==> config.mk <==
export PLATFORM = sky130hd
export DESIGN_NAME = mwadd_seq_flat
export DESIGN_NICKNAME = d
export VERILOG_FILES = /design/src/rtl/mwadd_seq_if.sv /design/src/rtl/mwadd_seq.sv /design/src/flat_wrapper.sv
export SDC_FILE = /design/constraint.sdc
export NUM_CORES = 1
export LEC_CHECK = 0
export ABC_AREA = 1
export CORE_MARGIN = 10
export CORE_UTILIZATION = 35
export CTS_BUF_LIST = sky130_fd_sc_hd__clkbuf_8
export DETAILED_ROUTE_END_ITERATION = 16
export MAX_ROUTING_LAYER = met4
export PLACE_DENSITY = 0.69
export SLEW_MARGIN = 15
export SYNTH_ARGS = -nofsm -noshare
export SYNTH_HDL_FRONTEND = slang
export SYNTH_SLANG_ARGS = --single-unit
==> constraint.sdc <==
create_clock -name clk -period 5.2 [get_ports clk]
set_clock_uncertainty 0.15 [all_clocks]
set_input_delay 1.04 -clock clk [delete_from_list [all_inputs] [get_ports clk]]
set_output_delay 1.04 -clock clk [all_outputs]
set_load 0.05 [all_outputs]
==> src/rtl/mwadd_seq_if.sv <==
// Request/result bundle between a requester and the mwadd_seq add sequencer.
// With MWADD_SUB_EN defined the bundle also carries the subtract select.
interface mwadd_seq_if #(
    parameter int N     = 8,
    parameter int WORDS = 4
);
    localparam int W = N * WORDS;

    logic         start;
    logic [W-1:0] a;
    logic [W-1:0] b;
    logic         cin;
`ifdef MWADD_SUB_EN
    logic         sub;
`endif
    logic         busy;
    logic         done;
    logic [W-1:0] sum;
    logic         cout;

`ifdef MWADD_SUB_EN
    modport master (output start, a, b, cin, sub, input busy, done, sum, cout);
    modport slave  (input start, a, b, cin, sub, output busy, done, sum, cout);
`else
    modport master (output start, a, b, cin, input busy, done, sum, cout);
    modport slave  (input start, a, b, cin, output busy, done, sum, cout);
`endif
endinterface

==> src/rtl/mwadd_seq.sv <==
// Multi-precision adder: one W-bit add time-shared over a single N-bit ripple slice,
// least-significant word first. Optional subtract mode under macro MWADD_SUB_EN.
module nrca #(
    parameter int N = 8
) (
    output logic [N-1:0] sum,
    output logic         cout,
    input  logic [N-1:0] a,
    input  logic [N-1:0] b,
    input  logic         cin
);
    logic [N:0] c;

    always_comb begin
        sum  = '0;
        c    = '0;
        c[0] = cin;
        for (int k = 0; k < N; k++) begin
            sum[k]   = a[k] ^ b[k] ^ c[k];
            c[k+1]   = (a[k] & b[k]) | (a[k] & c[k]) | (b[k] & c[k]);
        end
        cout = c[N];
    end
endmodule

module mwadd_seq #(
    parameter int N     = 8,
    parameter int WORDS = 4
) (
    input  logic        clk,
    input  logic        rst,
    mwadd_seq_if.slave  bus
);
    localparam int W  = N * WORDS;
    localparam int IW = $clog2(WORDS);
    localparam logic [IW-1:0] LAST = IW'(WORDS - 1);

    typedef enum logic [1:0] {IDLE, RUN, DONE} state_t;

    state_t        state_q, state_d;
    logic [W-1:0]  a_q, a_d;
    logic [W-1:0]  b_q, b_d;
    logic [W-1:0]  sum_q, sum_d;
    logic          carry_q, carry_d;
    logic          cout_q, cout_d;
    logic [IW-1:0] idx_q, idx_d;

    logic [N-1:0]  op_a, op_b, slice_sum;
    logic          slice_cout;

    assign op_a = a_q[idx_q*N +: N];
    assign op_b = b_q[idx_q*N +: N];

    nrca #(.N(N)) u_slice (
        .sum  (slice_sum),
        .cout (slice_cout),
        .a    (op_a),
        .b    (op_b),
        .cin  (carry_q)
    );

    always_ff @(posedge clk) begin
        if (rst) begin
            state_q <= IDLE;
            a_q     <= '0;
            b_q     <= '0;
            sum_q   <= '0;
            carry_q <= 1'b0;
            cout_q  <= 1'b0;
            idx_q   <= '0;
        end else begin
            state_q <= state_d;
            a_q     <= a_d;
            b_q     <= b_d;
            sum_q   <= sum_d;
            carry_q <= carry_d;
            cout_q  <= cout_d;
            idx_q   <= idx_d;
        end
    end

    always_comb begin
        state_d = state_q;
        a_d     = a_q;
        b_d     = b_q;
        sum_d   = sum_q;
        carry_d = carry_q;
        cout_d  = cout_q;
        idx_d   = idx_q;
        unique case (state_q)
            IDLE: begin
                if (bus.start) begin
                    a_d     = bus.a;
                    b_d     = bus.b;
                    carry_d = bus.cin;
`ifdef MWADD_SUB_EN
                    // a - b == a + ~b + 1; cout then reads as "no borrow".
                    if (bus.sub) begin
                        b_d     = ~bus.b;
                        carry_d = 1'b1;
                    end
`endif
                    idx_d   = '0;
                    sum_d   = '0;
                    state_d = RUN;
                end
            end
            RUN: begin
                sum_d[idx_q*N +: N] = slice_sum;
                carry_d             = slice_cout;
                // Stop at the last word instead of incrementing so the index never wraps.
                if (idx_q == LAST) begin
                    cout_d  = slice_cout;
                    state_d = DONE;
                end else begin
                    idx_d = idx_q + IW'(1);
                end
            end
            DONE: state_d = IDLE;
            default: state_d = IDLE;
        endcase
    end

    assign bus.busy = (state_q != IDLE);
    assign bus.done = (state_q == DONE);
    assign bus.sum  = sum_q;
    assign bus.cout = cout_q;
endmodule

==> src/flat_wrapper.sv <==
// flat-port wrapper written by rule: the top's interface ports become plain ports
module mwadd_seq_flat 
#(
    parameter int N     = 8,
    parameter int WORDS = 4
)
  (clk, rst, bus_start, bus_a, bus_b, bus_cin, bus_busy, bus_done, bus_sum, bus_cout);
  mwadd_seq_if #(.N(N), .WORDS(WORDS)) bus_i ();
  input  logic clk;
  input  logic rst;
  input wire logic [$bits(bus_i.start)-1:0] bus_start;
  input wire logic [$bits(bus_i.a)-1:0] bus_a;
  input wire logic [$bits(bus_i.b)-1:0] bus_b;
  input wire logic [$bits(bus_i.cin)-1:0] bus_cin;
  output wire logic [$bits(bus_i.busy)-1:0] bus_busy;
  output wire logic [$bits(bus_i.done)-1:0] bus_done;
  output wire logic [$bits(bus_i.sum)-1:0] bus_sum;
  output wire logic [$bits(bus_i.cout)-1:0] bus_cout;
  assign bus_i.start = bus_start;
  assign bus_i.a = bus_a;
  assign bus_i.b = bus_b;
  assign bus_i.cin = bus_cin;
  assign bus_busy = bus_i.busy;
  assign bus_done = bus_i.done;
  assign bus_sum = bus_i.sum;
  assign bus_cout = bus_i.cout;
  mwadd_seq #(.N(N), .WORDS(WORDS)) u_core (.clk(clk), .rst(rst), .bus(bus_i));
endmodule
==> impl_metrics.py <==
metrics = {
    "sta": {
        "min_period_ps": 4740,
        "tns_ps": 0,
        "fin_crit_sh": 0.912,
        "slew-limit-headroom": 0.316,
        "slew_viol_final": 0,
        "holdWs_ps": 307,
        "worst_slack_ps": 458,
        "rsz0062_at_grt": "no",
        "fmax_ghz": 0.211,
        "final-setup-viol-count": 0,
        "tightest_slew_ps": 1030,
        "timing.final.hold_violations": 0,
    },
    "worst_setup_path": {
        "timing.rr.start": "u_core.idx_q[1]",
        "r2r_end": "u_core.bus.sum[15]",
        "cp.required_ps": 5320,
        "crit_family": "adder cells",
        "cp_data_arrival_time_ps": 4860,
        "start_kind": "flip-flop",
        "critPathMaxFanout": 19,
        "critical_path_class": "reg2reg",
        "worstRegToRegCells": 16,
        "critPathBufInv": 2,
        "crit_chain": "o21ai_0 > o22ai_1 > fa_1 > inv_1 > fa_1 > fa_1 > fa_1 > fa_1 > fa_1 > fa_1 > inv_1 > fa_1 > nand3_1 > nor2_1 > nor2_1 > nor2_1",
        "crit_top_cell": "fa_1",
        "worst_setup_path_end_kind": "flip-flop",
        "ff2ff_setup_slack_ps": 460,
        "critPathMaxStageDelay_ps": 660,
        "cp_slowest_cell": "dfxtp_1",
    },
    "global_routing": {
        "grt_use_total": 0.139,
        "grt_pass1_wl_mm": 20.2,
        "grt_max_degree": 112,
        "grt-ovfl-total": 0,
        "antenna_found_initial": 0,
        "grt_pass1_vias": 3947,
    },
    "placed_design": {
        "gp_congestion": 0.870,
        "place_area_um2": 5650,
        "place_worst_setup_slack_ps": 510,
        "io_buffers": 102,
        "placedCellCount": 868,
        "dpl.hpwl_mm": 9.50,
    },
    "floorplanning": {
        "io-pin-count": 103,
        "coreArea_um2": 13200,
        "fp.dieW_um": 136,
        "die-area_um2": 18400,
        "rows": 42,
        "start_util": 0.355,
        "fp.dieH_um": 136,
    },
    "power": {
        "ir_drop_v": 0.000111,
        "p_sw_mw": 0.526,
        "p_comb_frac": 0.206,
        "p_leak_nw": 2.19,
        "finalPower_mw": 1.72,
        "p_int_mw": 1.20,
        "p_seq_frac": 0.502,
        "swShare": 0.305,
        "clkPwrFrac": 0.292,
        "power.density_nw_per_um2": 294,
    },
    "routing": {
        "dr.pass1.iters": 5,
        "viasPerCell": 4.72,
        "wirelength_mm": 12.7,
        "ant_nets": 0,
        "wl_per_cell_um": 14.4,
        "drt_iter0_markers": 362,
        "vias": 4171,
        "drcViolationCount": 0,
    },
    "logic_synthesis": {
        "yosysSeqAreaShare": 0.436,
        "synth_seq_cells": 102,
        "netlist_area_um2": 4680,
        "synthCells": 627,
        "synth_area_per_cell_um2": 7.47,
        "synth_nets": 707,
        "synth_cell_types": 27,
        "ys_warn_count": 0,
    },
    "layout": {
        "drive_gt1_frac": 0.0494,
        "final_area_um2": 5850,
        "syn_to_final_growth_pct": 25.0,
        "fin_nets": 783,
        "fin_util": 0.444,
        "n_antenna_cell": 0,
        "final-instance-count-excl-fill": 884,
    },
    "clocking": {
        "clkTransAtPathRegs_ps": 100,
        "cts-root-buf": "clkbuf_8",
        "clock_sinks": 102,
        "cts_tree": "yes",
        "clock_latency_ps": 370,
        "ctsHoldBuffers": 0,
        "cts_setup_buffers": 0,
        "h-tree-depth": 3,
        "cts_buffer_depth": 2,
        "cts_made_buffers": 9,
        "cts_resized": 0,
    },
    "worst_hold_path": {
        "hold_path_class": "reg2reg",
        "hold-path-endpoint": "u_core.a_q[4]",
        "hold_depth": 2,
        "hold_start": "u_core.a_q[4]",
    },
    "run": {
        "drv_cap": 0,
    },
    "run_status": {
        "status": "completed",
    },
}
[synthesized netlist by cell type, drive strengths merged]
master	instances	area share
nand3	40	0.050
nor2	174	0.15
fa	8	0.034
o21ai	96	0.10
nand4	1	0.0013
o22ai	4	0.0053
nand3b	3	0.0048
nor3	6	0.0064
nand2	65	0.054
clkinv	1	0.00080
buf	30	0.056
dfxtp	102	0.44
ha	4	0.011
a21oi	54	0.058
clkbuf	12	0.0096
inv	27	0.023
[per-layer routing]
layer | share of wire | routed length, um | GRT usage
met2 | 0.45 | 5700 | 0.212
met4 | 0.013 | 168 | 0.0401
met1 | 0.48 | 6040 | 0.181
met3 | 0.062 | 786 | 0.0297
met5 | 0 | 0 | -
[final cells by class]
| class | instances | area (um2) |
|---|---|---|
| clock buffers | 9 | 124 |
| fillers | 1334 | 7340 |
| flip-flops and latches | 102 | 2040 |
| multi-input cells | 455 | 2220 |
| clock inverters | 7 | 75.1 |
| well taps | 176 | 220 |
| inverters | 28 | 113 |
| repair buffers | 107 | 1060 |
[how the worst max path moves through the flow]
stage	from	to	slack, ps	cells past startpoint
6_report	u_core.idx_q[1]	u_core.bus.sum[15]	460	16
5_1_grt	u_core.idx_q[1]	u_core.bus.sum[15]	130	16
4_1_cts	u_core.idx_q[1]	u_core.bus.sum[15]	490	16
3_5_place_dp	u_core.idx_q[0]	u_core.bus.sum[15]	510	16
3_3_place_gp	u_core.idx_q[1]	u_core.bus.sum[15]	570	16
2_1_floorplan	u_core.idx_q[0]	u_core.bus.sum[31]	660	18
[cells in the final DEF (no fill, tap or decap), types with 2 or more instances in the layout]
cell type,instances
nand3_4,2
inv_1,24
clkdlybuf4s50_1,102
o21ai_1,5
ha_1,4
inv_2,3
clkbuf_8,9
nand3_2,2
nor3_1,6
a21oi_1,54
nor2_2,2
nand2_1,64
dfxtp_1,102
nor2_1,168
buf_4,5
o22ai_1,4
nand3_1,36
o21ai_0,91
clkinv_4,2
nand3b_1,3
fa_1,8
nor2_4,4
clkinvlp_4,2
[cell families (layout without fill, tap and decap cells)]
kind of cell / after synthesis / count (layout) / share of synthesized area
compound gates: 154 / 154 / 0.166
fa+ha+maj: 12 / 12 / 0.0449
buf+inv: 70 / 151 / 0.0895
flops: 102 / 102 / 0.436
simple gates: 289 / 289 / 0.264
[registers in the layout (all words and copies together) (netlist names)]
name	flops
u_core.a_q	32
u_core.b_q	32
u_core.bus.sum	32
u_core.idx_q	2
u_core.state_q	2
u_core.bus.cout	1
u_core.carry_q	1
[power by group through the flow]
stage | clock network, mW | registers [mW] | logic [mW]
floorplan | 0 | 0.884 | 0.240
global placement | 0 | 0.883 | 0.351
detailed placement | 0 | 0.883 | 0.355
CTS | 0.511 | 0.865 | 0.356
global route | 0.543 | 0.871 | 0.397
finish | 0.503 | 0.865 | 0.354
[worst reg2reg max path: cells and delay by family, from the launching register on]
| kind | cells | cell delay (ps) |
|---|---|---|
| adders and majority gates | 8 | 2970 |
| DFF | 1 | 660 |
| AOI/OAI and AO/OA | 2 | 410 |
| buffers and inverters | 2 | 130 |
| and+or+nand+nor | 4 | 330 |
Power figures use the tool's default switching activity.
==> edit: new RTL, same flow settings <==
Re-encode `state_t` (3 states) as one-hot, 3 bits wide.
--- a/src/rtl/mwadd_seq.sv
+++ b/src/rtl/mwadd_seq.sv
@@ -35,7 +35,7 @@
     localparam int IW = $clog2(WORDS);
     localparam logic [IW-1:0] LAST = IW'(WORDS - 1);
 
-    typedef enum logic [1:0] {IDLE, RUN, DONE} state_t;
+    typedef enum logic [2:0] {IDLE = 3'b001, RUN = 3'b010, DONE = 3'b100} state_t;
 
     state_t        state_q, state_d;
     logic [W-1:0]  a_q, a_d;
Function: no difference found for any inputs over 10 cycles, from zero or initial values and one cycle with rst high; not proved beyond that.
==> edit against the unedited design <==
  * Core utilization up 0.66 points
  * Clock power up 6.0%
  * Cell area up 1.5%
  * Critical endpoint is now u_core.bus.sum[31]$_SDFFE_PP0P_
  * Combinational power down 24%
  * Routed wire length up 4.8%
  * Sequential share of layout area down 0.16 points
  * Hold slack better by 0.011 ns
  * Synthesized area up 0.48%
  * Setup slack worse by 0.015 ns
  * Total power down 2.9%
  * Highest routed layer unchanged
  * Sequential cell count up 1
  * Largest power group unchanged
  * First-iteration DRC count down 14%
  * Via count up 5.5%
  * Largest cell class unchanged
==> edit: results (changes against the unedited design) <==
Run status
  – Outcome: completed

Routing
  – Remaining antenna violation count: 0 (unchanged)
  – Number of design-rule violations left by the first detailed-router iteration: 312 (-14%)
  – Total Routed Length: 13300 um (+4.8%)
  – Iteration count of the initial detailed-routing pass: 5 (unchanged)
  – Count of vias placed by the detailed router: 4400 (+5.5%)
  – Vias per std cell: 5.00 (+6.0%)

Logic synthesis
  – Top post-synthesis cells by count: 167 x sky130_fd_sc_hd__nor2_1, 103 x sky130_fd_sc_hd__dfxtp_1, 73 x sky130_fd_sc_hd__o21ai_0
  – Gate count of the mapped netlist: 626 (-0.16%)
  – Number of unique standard cell types used by synthesis: 24 (-11%)
  – Dominant synthesized flop cell: sky130_fd_sc_hd__dfxtp_1
  – Post-synthesis sequential area ratio: 43.8% (+0.22 points)
  – Syn_nets: 708 (+0.14%)
  – YS warnings: 0 (unchanged)
  – Synth area leaders: sky130_fd_sc_hd__dfxtp_1 44%, sky130_fd_sc_hd__nor2_1 13%, sky130_fd_sc_hd__o21ai_0 7.8%
  – Synth async-reset ratio: 0% (unchanged)

Global route
  – Global-route usage over all layers: 14.8% (+0.87 points)
  – Largest net degree at the start of global routing: 67 (-40%)
  – Number of antenna violations at the first check in global routing: 0 (unchanged)
  – Global-route wire length before repair: 21600 um (+6.9%)
  – Global-route congestion overflow total: 0 (unchanged)

CTS
  – Reg clk slew, reported paths: 0.10 ns (about the same)
  – Maximum level of the CTS H-tree: 3 (unchanged)
  – Root buffer selected by CTS: sky130_fd_sc_hd__clkbuf_8
  – Gates resized, CTS repair: 0 (unchanged)
  – Largest buffer count on any clock path: 2 (unchanged)
  – Cts bufs inserted: 9 (unchanged)
  – Worst skew pair latency: 0.38 ns

Worst hold path
  – Hold path cells: 2 (unchanged)
  – Class of the tightest hold or removal check: reg2reg

Placement
  – Placed cell count: 864 (-0.46%)
  – Detailed placer's ending HPWL: 10200 um (+7.2%)
  – Placer's final routability congestion estimate: 0.880 (+1.2%)
  – I/O Buffers: 102 (unchanged)

Layout
  – Fraction of final layout cells sized beyond drive strength 1: 4.97% (+0.028 points)
  – ANT cells: 0 (unchanged)
  – Final-stage net count: 781 (-0.26%)

Setup path
  – Worst reg2reg path depth: 15 (-1)
  – Family with the most delay on the worst path: adder cells
  – Largest fanout on the critical path: 11 (-8)
  – Longest individual stage delay on the worst path: 0.49 ns (-0.17 ns)
  – Arrival @ worst endpoint: 4.86 ns (about the same)
  – Slowest cell on crit path: sky130_fd_sc_hd__dfxtp_1

Timing
  – Relative slew slack: 50.8% (+19 points)

Power
  – Worst IR drop on VDD: 0.000132 V (+19%)
  – Static power due to leakage: 2.16 nW (-1.7%)
-- edit: routing by layer --
metal / track usage [%] / wire length, um / part of all wire, %
met5: - / 0 / 0
met4: 6.09 / 311 / 2.3
met3: 3.28 / 776 / 5.8
met2: 22.5 / 6140 / 46
met1: 18.5 / 6080 / 46
-- edit: path summary, 6_finish.rpt --
check | start | slack [ns] | endpoint
worst min-delay path | u_core.bus.cout$_SDFFE_PP0P_ | 0.32 | u_core.bus.cout$_SDFFE_PP0P_
worst min register to register | u_core.bus.cout$_SDFFE_PP0P_ | 0.32 | u_core.bus.cout$_SDFFE_PP0P_
worst max-delay path | u_core.idx_q[1]$_SDFFE_PP0P_ | 0.44 | u_core.bus.sum[31]$_SDFFE_PP0P_
worst max register to register | u_core.idx_q[1]$_SDFFE_PP0P_ | 0.44 | u_core.bus.sum[31]$_SDFFE_PP0P_
-- edit: kinds of logic (layout without fill, tap and decap cells) --
logic type,Yosys count,after routing,synth area share [%]
adders and majority gates,14,14,5.00
and+or+nand+nor,307,307,27.7
buffers and inverters,66,144,7.58
AOI/OAI and AO/OA,136,136,15.9
DFF,103,103,43.8
-- edit: worst min-delay path: cells and delay by family (launching register included) --
kind / cells / cell delay, ns
DFF: 1 / 0.32
and+or+nand+nor: 1 / 0.06
AOI/OAI and AO/OA: 1 / 0.05
-- edit: cell type report --
| class | count | area, sq um |
|---|---|---|
| fillers | 1343 | 7250 |
| clock inverters | 6 | 72.6 |
| well taps | 176 | 220 |
| clock buffers | 10 | 138 |
| flip-flops and latches | 103 | 2060 |
| multi-input cells | 457 | 2280 |
| inverters | 16 | 65.1 |
| repair buffers | 112 | 1100 |
-- edit: through the flow --
stage | cell area [sq um] | util (%) | setup WS [ns] | hold slack, ns | power [mW]
finish | 5940 | 45.0 | 0.443 | 0.318 | 1.67
global route | 5940 | 45.0 | 0.172 | 0.339 | 1.76
CTS | 5940 | 45.0 | 0.449 | 0.321 | 1.69
detailed placement | 5730 | 43.4 | 0.467 | 0.307 | 1.16
global placement | 5730 | 43.4 | 0.579 | 0.311 | 1.16
floorplan | 4700 | - | 0.513 | 0.299 | 1.06
-- edit: where the power goes --
part           switching [mW]  internal (mW)
clock network           0.290          0.243
logic                   0.149          0.119
registers              0.0347          0.838
